<file path="config.mk">
export PLATFORM = sky130hd
export DESIGN_NAME = link_xfer_arbiter
export DESIGN_NICKNAME = d
export VERILOG_FILES = /design/src/rtl/link_pkg.sv /design/src/rtl/link_timeout_ctr.sv /design/src/rtl/link_xfer_arbiter.sv
export SDC_FILE = /design/constraint.sdc
export NUM_CORES = 1
export LEC_CHECK = 0
export CAP_MARGIN = 40
export CORE_AREA = 4 4 72 74
export CTS_CLUSTER_SIZE = 14
export DETAILED_ROUTE_END_ITERATION = 12
export DIE_AREA = 0 0 76 78
export PLACE_DENSITY = 0.71
export SLEW_MARGIN = 25
export SYNTH_ARGS = -nofsm -noshare
export SYNTH_HDL_FRONTEND = slang
export SYNTH_SLANG_ARGS = --single-unit
</file>
<file path="constraint.sdc">
create_clock -name clk -period 4 [get_ports clk]
set_input_delay 0.8 -clock clk [delete_from_list [all_inputs] [get_ports clk]]
set_output_delay 0.8 -clock clk [all_outputs]
set_load 0.02 [all_outputs]
</file>
<file path="src/rtl/link_pkg.sv">
`default_nettype none
// ============================================================================
// Module   : link_pkg
// Brief    : Shared types and constants for the serial-link transfer arbiter.
// Revision : 1.0 - initial release
// ============================================================================
package link_pkg;

    // Arbiter FSM states
    typedef enum logic [1:0] {
        IDLE  = 2'd0,
        GRANT = 2'd1,
        BUSY  = 2'd2,
        DONE  = 2'd3
    } link_state_e;

    // Requester identity
    typedef enum logic {
        REQ_CPU  = 1'b0,
        REQ_HOST = 1'b1
    } link_req_e;

    // Byte returned when an external-clock transfer finds no partner
    localparam logic [7:0] RX_NO_PARTNER = 8'hFF;

endpackage
`default_nettype wire

</file>
<file path="src/rtl/link_timeout_ctr.sv">
`default_nettype none
// ============================================================================
// Module   : link_timeout_ctr
// Brief    : Watchdog counter for external-clock transfers. Counts enabled
//            cycles; expired is high during the TIMEOUT_CYCLES-th one.
// Revision : 1.0 - initial release
// ============================================================================
module link_timeout_ctr #(
    parameter int TIMEOUT_CYCLES = 2097152
) (
    input  logic clk,
    input  logic rst,
    input  logic clr,
    input  logic en,
    output logic expired
);

    localparam int CW = $clog2(TIMEOUT_CYCLES + 1);

    logic [CW-1:0] cnt_q;
    logic [CW-1:0] cnt_d;

    // Expiry fires on the last enabled cycle so the owner can act on that edge
    always_comb begin
        expired = en && (cnt_q == CW'(TIMEOUT_CYCLES - 1));
        cnt_d   = cnt_q;
        if (clr) begin
            cnt_d = '0;
        end else if (en && !expired) begin
            cnt_d = cnt_q + CW'(1);
        end
    end

    // Counter register
    always_ff @(posedge clk) begin
        if (rst) begin
            cnt_q <= '0;
        end else begin
            cnt_q <= cnt_d;
        end
    end

endmodule
`default_nettype wire

</file>
<file path="src/rtl/link_xfer_arbiter.sv">
`default_nettype none
// ============================================================================
// Module   : link_xfer_arbiter
// Brief    : Round-robin scheduler sharing the serial-link shifter between the
//            CPU (SB/SC) and a host channel. Owns grant, start, completion
//            routing and cancel. Optional external-clock watchdog is built
//            when LINK_TIMEOUT_EN is defined.
// Revision : 1.0 - initial release
// ============================================================================
module link_xfer_arbiter
    import link_pkg::*;
#(
    parameter int TIMEOUT_CYCLES = 2097152,
    parameter int TO_W           = $clog2(TIMEOUT_CYCLES + 1)
) (
    input  logic       clk,
    input  logic       rst,
    input  logic       cpu_req,
    input  logic       cpu_cancel,
    input  logic       cpu_int_clk,
    input  logic [7:0] cpu_tx,
    output logic       cpu_busy,
    output logic       cpu_done,
    output logic [7:0] cpu_rx,
    input  logic       host_req,
    input  logic       host_int_clk,
    input  logic [7:0] host_tx,
    output logic       host_ack,
    output logic [7:0] host_rx,
    output logic       xfer_start,
    output logic       xfer_int_clk,
    output logic [7:0] xfer_tx,
    output logic       xfer_abort,
    input  logic       xfer_done,
    input  logic [7:0] xfer_rx
);

    link_state_e state_q, state_d;
    link_req_e   winner_q, winner_d;
    link_req_e   last_grant_q, last_grant_d;

    logic       cpu_pend_q, cpu_pend_d;
    logic       cpu_int_clk_q, cpu_int_clk_d;
    logic [7:0] cpu_tx_q, cpu_tx_d;
    logic [7:0] cpu_rx_q, cpu_rx_d;
    logic [7:0] host_rx_q, host_rx_d;
    logic [7:0] xfer_tx_q, xfer_tx_d;
    logic       xfer_int_clk_q, xfer_int_clk_d;
    logic       xfer_abort_q, xfer_abort_d;

    logic       w_cpu_owned;
    logic       w_cpu_kill;
    logic       w_cpu_want;
    logic       w_pick_cpu;
    logic       w_timeout;

    // CPU currently holds the shifter (granted and not yet back in IDLE)
    assign w_cpu_owned = (state_q != IDLE) && (winner_q == REQ_CPU);
    // Cancel of an in-flight CPU transfer; DONE is already past the point of no return
    assign w_cpu_kill  = cpu_cancel && w_cpu_owned &&
                         ((state_q == GRANT) || (state_q == BUSY));
    // A same-cycle request is visible to arbitration so IDLE grants on the next edge
    assign w_cpu_want  = !w_cpu_owned && (cpu_req || (cpu_pend_q && !cpu_cancel));
    // Tie goes to whoever did not win last time
    assign w_pick_cpu  = w_cpu_want && (!host_req || (last_grant_q == REQ_HOST));

`ifdef LINK_TIMEOUT_EN
    logic w_to_clr;
    logic w_to_en;

    assign w_to_clr = (state_q == GRANT);
    assign w_to_en  = (state_q == BUSY) && !xfer_int_clk_q;

    link_timeout_ctr #(
        .TIMEOUT_CYCLES (TIMEOUT_CYCLES)
    ) u_timeout_ctr (
        .clk     (clk),
        .rst     (rst),
        .clr     (w_to_clr),
        .en      (w_to_en),
        .expired (w_timeout)
    );
`else
    assign w_timeout = 1'b0;
`endif

    // Width marker kept for the watchdog configuration; carries no logic
    logic [TO_W-1:0] w_unused_to_w;
    assign w_unused_to_w = '0;

    // State and datapath registers
    always_ff @(posedge clk) begin
        if (rst) begin
            state_q        <= IDLE;
            winner_q       <= REQ_CPU;
            last_grant_q   <= REQ_HOST;
            cpu_pend_q     <= 1'b0;
            cpu_int_clk_q  <= 1'b0;
            cpu_tx_q       <= 8'h00;
            cpu_rx_q       <= 8'h00;
            host_rx_q      <= 8'h00;
            xfer_tx_q      <= 8'h00;
            xfer_int_clk_q <= 1'b0;
            xfer_abort_q   <= 1'b0;
        end else begin
            state_q        <= state_d;
            winner_q       <= winner_d;
            last_grant_q   <= last_grant_d;
            cpu_pend_q     <= cpu_pend_d;
            cpu_int_clk_q  <= cpu_int_clk_d;
            cpu_tx_q       <= cpu_tx_d;
            cpu_rx_q       <= cpu_rx_d;
            host_rx_q      <= host_rx_d;
            xfer_tx_q      <= xfer_tx_d;
            xfer_int_clk_q <= xfer_int_clk_d;
            xfer_abort_q   <= xfer_abort_d;
        end
    end

    // Next-state logic: arbitration, completion, cancel and watchdog
    always_comb begin
        state_d      = state_q;
        winner_d     = winner_q;
        last_grant_d = last_grant_q;
        unique case (state_q)
            IDLE: begin
                if (w_cpu_want || host_req) begin
                    winner_d = w_pick_cpu ? REQ_CPU : REQ_HOST;
                    state_d  = GRANT;
                end
            end
            GRANT: begin
                last_grant_d = winner_q;
                state_d      = w_cpu_kill ? IDLE : BUSY;
            end
            BUSY: begin
                if (w_cpu_kill) begin
                    state_d = IDLE;
                end else if (xfer_done || w_timeout) begin
                    state_d = DONE;
                end
            end
            DONE: begin
                state_d = IDLE;
            end
            default: begin
                state_d = IDLE;
            end
        endcase
    end

    // Datapath: CPU request latch, shifter operand capture, rx routing, abort
    always_comb begin
        cpu_pend_d     = cpu_pend_q;
        cpu_int_clk_d  = cpu_int_clk_q;
        cpu_tx_d       = cpu_tx_q;
        cpu_rx_d       = cpu_rx_q;
        host_rx_d      = host_rx_q;
        xfer_tx_d      = xfer_tx_q;
        xfer_int_clk_d = xfer_int_clk_q;
        xfer_abort_d   = 1'b0;

        if (!w_cpu_owned) begin
            if (cpu_req) begin
                cpu_pend_d    = 1'b1;
                cpu_int_clk_d = cpu_int_clk;
                cpu_tx_d      = cpu_tx;
            end else if (cpu_cancel) begin
                cpu_pend_d = 1'b0;
            end
        end else if (w_cpu_kill || (state_q == DONE)) begin
            cpu_pend_d = 1'b0;
        end

        if (w_cpu_kill) begin
            xfer_abort_d = 1'b1;
        end

        // Operands are captured once so the shifter sees them stable for the whole transfer
        if ((state_q == IDLE) && (w_cpu_want || host_req)) begin
            if (w_pick_cpu) begin
                xfer_tx_d      = cpu_req ? cpu_tx      : cpu_tx_q;
                xfer_int_clk_d = cpu_req ? cpu_int_clk : cpu_int_clk_q;
            end else begin
                xfer_tx_d      = host_tx;
                xfer_int_clk_d = host_int_clk;
            end
        end

        if ((state_q == BUSY) && !w_cpu_kill) begin
            if (xfer_done) begin
                if (winner_q == REQ_CPU) cpu_rx_d  = xfer_rx;
                else                     host_rx_d = xfer_rx;
            end else if (w_timeout) begin
                xfer_abort_d = 1'b1;
                if (winner_q == REQ_CPU) cpu_rx_d  = RX_NO_PARTNER;
                else                     host_rx_d = RX_NO_PARTNER;
            end
        end
    end

    // Outputs: pulses decoded from state, levels straight from registers
    always_comb begin
        xfer_start   = (state_q == GRANT);
        cpu_done     = (state_q == DONE) && (winner_q == REQ_CPU);
        host_ack     = (state_q == DONE) && (winner_q == REQ_HOST);
        cpu_busy     = cpu_pend_q;
        cpu_rx       = cpu_rx_q;
        host_rx      = host_rx_q;
        xfer_tx      = xfer_tx_q;
        xfer_int_clk = xfer_int_clk_q;
        xfer_abort   = xfer_abort_q;
    end

endmodule
`default_nettype wire

</file>
==> out/metrics.yaml, run 1 <==
first_pass_iters: 4
p_per_area_nw_per_um2: 390
min_period_over_period: 0.604
finalSetupTns_ns: 0
drt_wl_total_um: 3890
endpoint_kind: "flop"
yosysMostFrequentCell: "dfxtp_1"
finalNetCount: 271
leakage_nw: 1.01
synth_top_flop_cell: "dfxtp_1"
htreeDepth: 2
worstPathMaxFanout: 9
final_area_um2: 2490
hpwl_um: 2840
async_flop_share: 0
finalHoldViolations: 0
fp.coreArea_um2: 4600
wl_met1_um: 1800
seq_area_frac_synth: 0.450
synth_seq_cells: 40
postCtsSetupBuffers: 0
ys_top_cells_by_area: "dfxtp_1, mux2i_1, nor2_1"
grt_usage: 0.131
timing.fmax_mhz: 414
std_cell_rows: 25
wire_per_inst_um: 13.5
crit_required_ns: 4.22
drc: 0
finClkSkew_ns: 0.00918
dieWidth_um: 76
clk_path_buf_depth: 2
yosys_warnings: 0
net-switching-power_uw: 285
die_y_um: 78
maxUsedRoutingLayer: "met4"
yosysTopAreaCellShare: 0.450
vdd_ir_drop_max_uv: 186
synth_edf_count: 0
arrival_ns: 2.64
postRouteAntennaNets: 0
io_pins: 62
die_area_um2: 5930
pwr-share-seq: 0.472
route.met3.wl_um: 188
area_growth_pct: 39.7
status: "completed"
portBuffers: 61
numCtsBuffers: 5
cts_tree: "built"
sw_frac_of_total: 0.293
grt_pass1_wl_um: 6320
grt_max_degree: 22
clk_pin_slew_ns: 0.07
cts_resized: 0
maxCapViolCount: 0
crit_type: "input pin to flop"
syn_inst: 177
netlist_area_um2: 1780
antenna_cells: 0
grt_pass1_vias: 1375
ctsHoldBuffers: 0
drive_gt1_frac: 0.0851
power.share.clock: 0.256
gp_congestion: 0.717
synth_area_leader_cell: "dfxtp_1"
synth_nets: 213
p_int_uw: 686
start_kind: "input pin"
final_core_util: 0.541
cts_sinks: 40
syn_avg_cell_area_um2: 10.1
start_util: 0.387
antenna_found_initial: 0
viasPerCell: 4.94
wl_met2_um: 1850
synth_cell_types: 31
drt_iter0_markers: 23
grt_overflow: 0
rsz0062_at_grt: "false"
slew_headroom: 0.506
placed_cell_area_um2: 2410
power.total_uw: 971
synth_commonest_cells: "dfxtp_1, mux2i_1, nor2_1"
worst_slew_pin_slew_ns: 0.740
period_needed_ns: 2.41
slew_viol_final: 0
root_buffer: "clkbuf_8"
clk_latency_ns: 0.29
setup_violations: 0
comb_power_share: 0.272
vias: 1429
min-delay-path-class: "flop to flop"
cells by family (layout without fill, tap and decap cells):
logic type | Yosys count | after routing | share of synthesized area
and+or+nand+nor | 50 | 50 | 0.130
DFF | 40 | 40 | 0.450
muxes | 36 | 36 | 0.215
AOI/OAI and AO/OA | 28 | 28 | 0.126
buffers and inverters | 19 | 77 | 0.0506
adders and majority gates | 4 | 4 | 0.0281
layout make-up:
type	instances	area, um2
Fill cell	444	2110
Sequential cell	40	801
Clock buffer	6	72.6
Tap cell	54	67.6
Inverter	7	26.3
Timing Repair Buffer	63	626
Clock inverter	1	5.00
Multi-Input combinational cell	118	890
power groups by stage:
stage               logic [mW]  clock network, mW  registers (mW)
floorplan                0.160                  0           0.483
global placement         0.264                  0           0.468
detailed placement       0.266                  0           0.468
CTS                      0.268              0.259           0.459
global route             0.286              0.277           0.465
finish                   0.264              0.248           0.459
metal layers:
layer / vias up / GRT usage
met4: 0 / 0.0587
met1: 659 / 0.162
li1: 735 / -
met5: - / 0
met3: 4 / 0.0394
met2: 31 / 0.208
final timing paths:
path / cells after the start / endpoint / startpoint / slack [ns]
min reg2reg: 2 / cpu_tx_q[4] / cpu_tx_q[4] / 0.45
max reg2reg: 6 / xfer_tx[7] / state_q[0] / 1.73
max: 5 / xfer_tx[4] / cpu_cancel / 1.59
min: 2 / cpu_tx_q[4] / cpu_tx_q[4] / 0.45
state kept, by name (all words and copies together), names as in the netlist:
register / count
xfer_tx: 8
xfer_int_clk: 1
winner_q: 1
cpu_int_clk_q: 1
cpu_tx_q: 8
cpu_busy: 1
last_grant_q: 1
cpu_rx: 8
host_rx: 8
state_q: 2
xfer_abort: 1
layout by cell type, fill, tap and decap left out, types with 3 or more instances in the layout:
cell type	netlist	layout
mux2_2	6	6
nand3_1	8	8
clkdlybuf4s50_1	0	61
nand2_1	9	9
nor2_1	21	21
a211oi_1	3	3
ha_1	4	4
nor2b_1	4	4
o2bb2ai_1	9	9
mux2i_1	27	27
a21oi_1	9	9
mux2_4	3	3
clkbuf_8	0	5
dfxtp_1	40	40
inv_1	6	6
worst max-delay path, stage by stage:
cell and delay [ns]:
clkdlybuf4s50_1 0.58, nor2b_1 0.12, o31ai_1 0.34, nor2b_1 0.61, o2bb2ai_1 0.18
metrics by stage:
stage          setup WS [ns]  hold WS (ns)  instances
2_1_floorplan           2.05         0.434        177
3_3_place_gp            1.33         0.440        282
3_5_place_dp            1.28         0.447        282
4_1_cts                 1.58         0.458        289
5_1_grt                 1.41         0.473        289
6_report                1.59         0.455        289
No activity file was read; power rests on OpenSTA's default activity.
==> inputs of run 2 (changes only) <==
==> constraint.sdc (replaced) <==
create_clock -name clk -period 2.5 [get_ports clk]
set_input_delay 0.5 -clock clk [delete_from_list [all_inputs] [get_ports clk]]
set_output_delay 0.5 -clock clk [all_outputs]
set_load 0.02 [all_outputs]
==> out/metrics.yaml, run 2 (synthesis gave the netlist of run 1 again) <==
crit_buf_inv: 1
maxCapViolCount: 0
maxUsedRoutingLayer: "met4"
dieWidth_um: 76
reg2reg_depth: 7
min_period_over_period: 0.853
drt_iter0_markers: 44
die_area_um2: 5930
antenna_cells: 0
final_core_util: 0.550
finalHoldViolations: 0
nFillCells: 438
vdd_ir_drop_max_uv: 354
holdPathStages: 2
die_y_um: 78
cp.depth: 3
root_buffer: "clkbuf_8"
finClkSkew_ns: 0.00733
std_cell_rows: 25
grt_pass1_vias: 1459
vias: 1481
cts_resized: 0
crit_chain: "ha_1 > nor2b_1 > clkdlybuf4s50_1"
cts_tree: "built"
timing.fmax_mhz: 469
first_pass_iters: 4
viasPerCell: 5.04
arrival_ns: 1.63
mostFrequentLayoutCell: "clkdlybuf4s50_1"
portBuffers: 61
slew_headroom: 0.548
wl_met2_um: 1920
drt_wl_total_um: 4090
wire_per_inst_um: 13.9
endpoint_kind: "primary output"
grt_max_degree: 26
route.met3.wl_um: 175
p_per_area_nw_per_um2: 637
wl_met1_um: 1930
ctsHoldBuffers: 0
grt_usage: 0.143
hpwl_um: 3020
worst_slew_pin_slew_ns: 0.677
clk_path_buf_depth: 2
grt_pass1_wl_um: 6990
numCtsBuffers: 5
critPathMaxStageDelay_ns: 0.61
grt_overflow: 0
slew_viol_final: 0
final_cell_mix: "clkdlybuf4s50_1, dfxtp_1, mux2i_1"
antenna_found_initial: 0
postRouteAntennaNets: 0
crit_required_ns: 2.00
start_kind: "flop"
postCtsSetupBuffers: 0
setup_violations: 0
min-delay-path-class: "flop to flop"
area_growth_pct: 42.1
finalNetCount: 275
clk_pin_slew_ns: 0.07
finalSetupTns_ns: 0
worstPathMaxFanout: 4
crit_type: "flop to primary output"
fp.coreArea_um2: 4600
rsz0062_at_grt: "false"
start_util: 0.387
r2r_setup_slack_ns: 0.70
period_needed_ns: 2.13
drive_gt1_frac: 0.100
io_pins: 62
htreeDepth: 2
leakage_nw: 1.03
status: "completed"
drc: 0
clk_latency_ns: 0.29
worst_path_dominant_cell_family: "buffers and inverters"
crit_slowest_cell: "clkdlybuf4s50_1"
gp_congestion: 0.722
cts_sinks: 40
## run 2: power breakdown
group | switching [mW] | internal (mW) | total (mW) | leakage, nW
combinational | 0.216 | 0.222 | 0.438 | 0.659
sequential | 0.0386 | 0.696 | 0.735 | 0.327
clock | 0.213 | 0.225 | 0.438 | 0.0455
total | 0.468 | 1.14 | 1.61 | 1.03
## run 2: routing by layer
| layer | vias to the layer above | track usage |
|---|---|---|
| met5 | - | 0 |
| met4 | 0 | 0.0587 |
| met3 | 6 | 0.0394 |
| met2 | 35 | 0.231 |
| met1 | 695 | 0.180 |
| li1 | 745 | - |
## run 2: worst reg2reg max path, stage by stage, from the launching register on
cell       delay, ns
dfxtp_1         0.38
inv_1           0.08
ha_1            0.28
or2_1           0.26
o221ai_2        0.07
buf_4           0.24
mux2_4          0.32
o2bb2ai_1       0.11
## run 2: area by class of cell
type	instances	area, um2	area share
multi-input combinational	118	890	0.352
sequential	40	801	0.317
timing repair buffer	67	656	0.259
clock buffer	8	90.1	0.0356
tap	54	67.6	0.0267
inverter	7	26.3	0.0104
## run 2: path summary, 6_finish.rpt
kind,start,end
hold reg to reg,cpu_tx_q[1],cpu_tx_q[1]
setup reg to reg,state_q[0],xfer_tx[6]
hold / removal,cpu_tx_q[1],cpu_tx_q[1]
setup / recovery,state_q[0],cpu_done
## run 2: through the flow
stage | instances | total power, mW | hold WS [ns] | area (um2) | setup WS [ns]
2_1_floorplan | 177 | 1.03 | 0.434 | 1780 | 0.774
3_3_place_gp | 286 | 1.18 | 0.440 | 2440 | 0.201
3_5_place_dp | 286 | 1.19 | 0.447 | 2440 | 0.208
4_1_cts | 294 | 1.63 | 0.458 | 2530 | 0.368
5_1_grt | 294 | 1.70 | 0.479 | 2530 | 0.278
6_report | 294 | 1.61 | 0.454 | 2530 | 0.368
==> inputs of run 3 (changes only) <==
--- a/config.mk
+++ b/config.mk
@@ -5,7 +5,6 @@
 export SDC_FILE = /design/constraint.sdc
 export NUM_CORES = 1
 export LEC_CHECK = 0
-export CAP_MARGIN = 40
 export CORE_AREA = 4 4 72 74
 export CTS_CLUSTER_SIZE = 14
 export DETAILED_ROUTE_END_ITERATION = 12
==> results of run 3 <==
Final layout, timing and power as in run 2 (identical DEF).
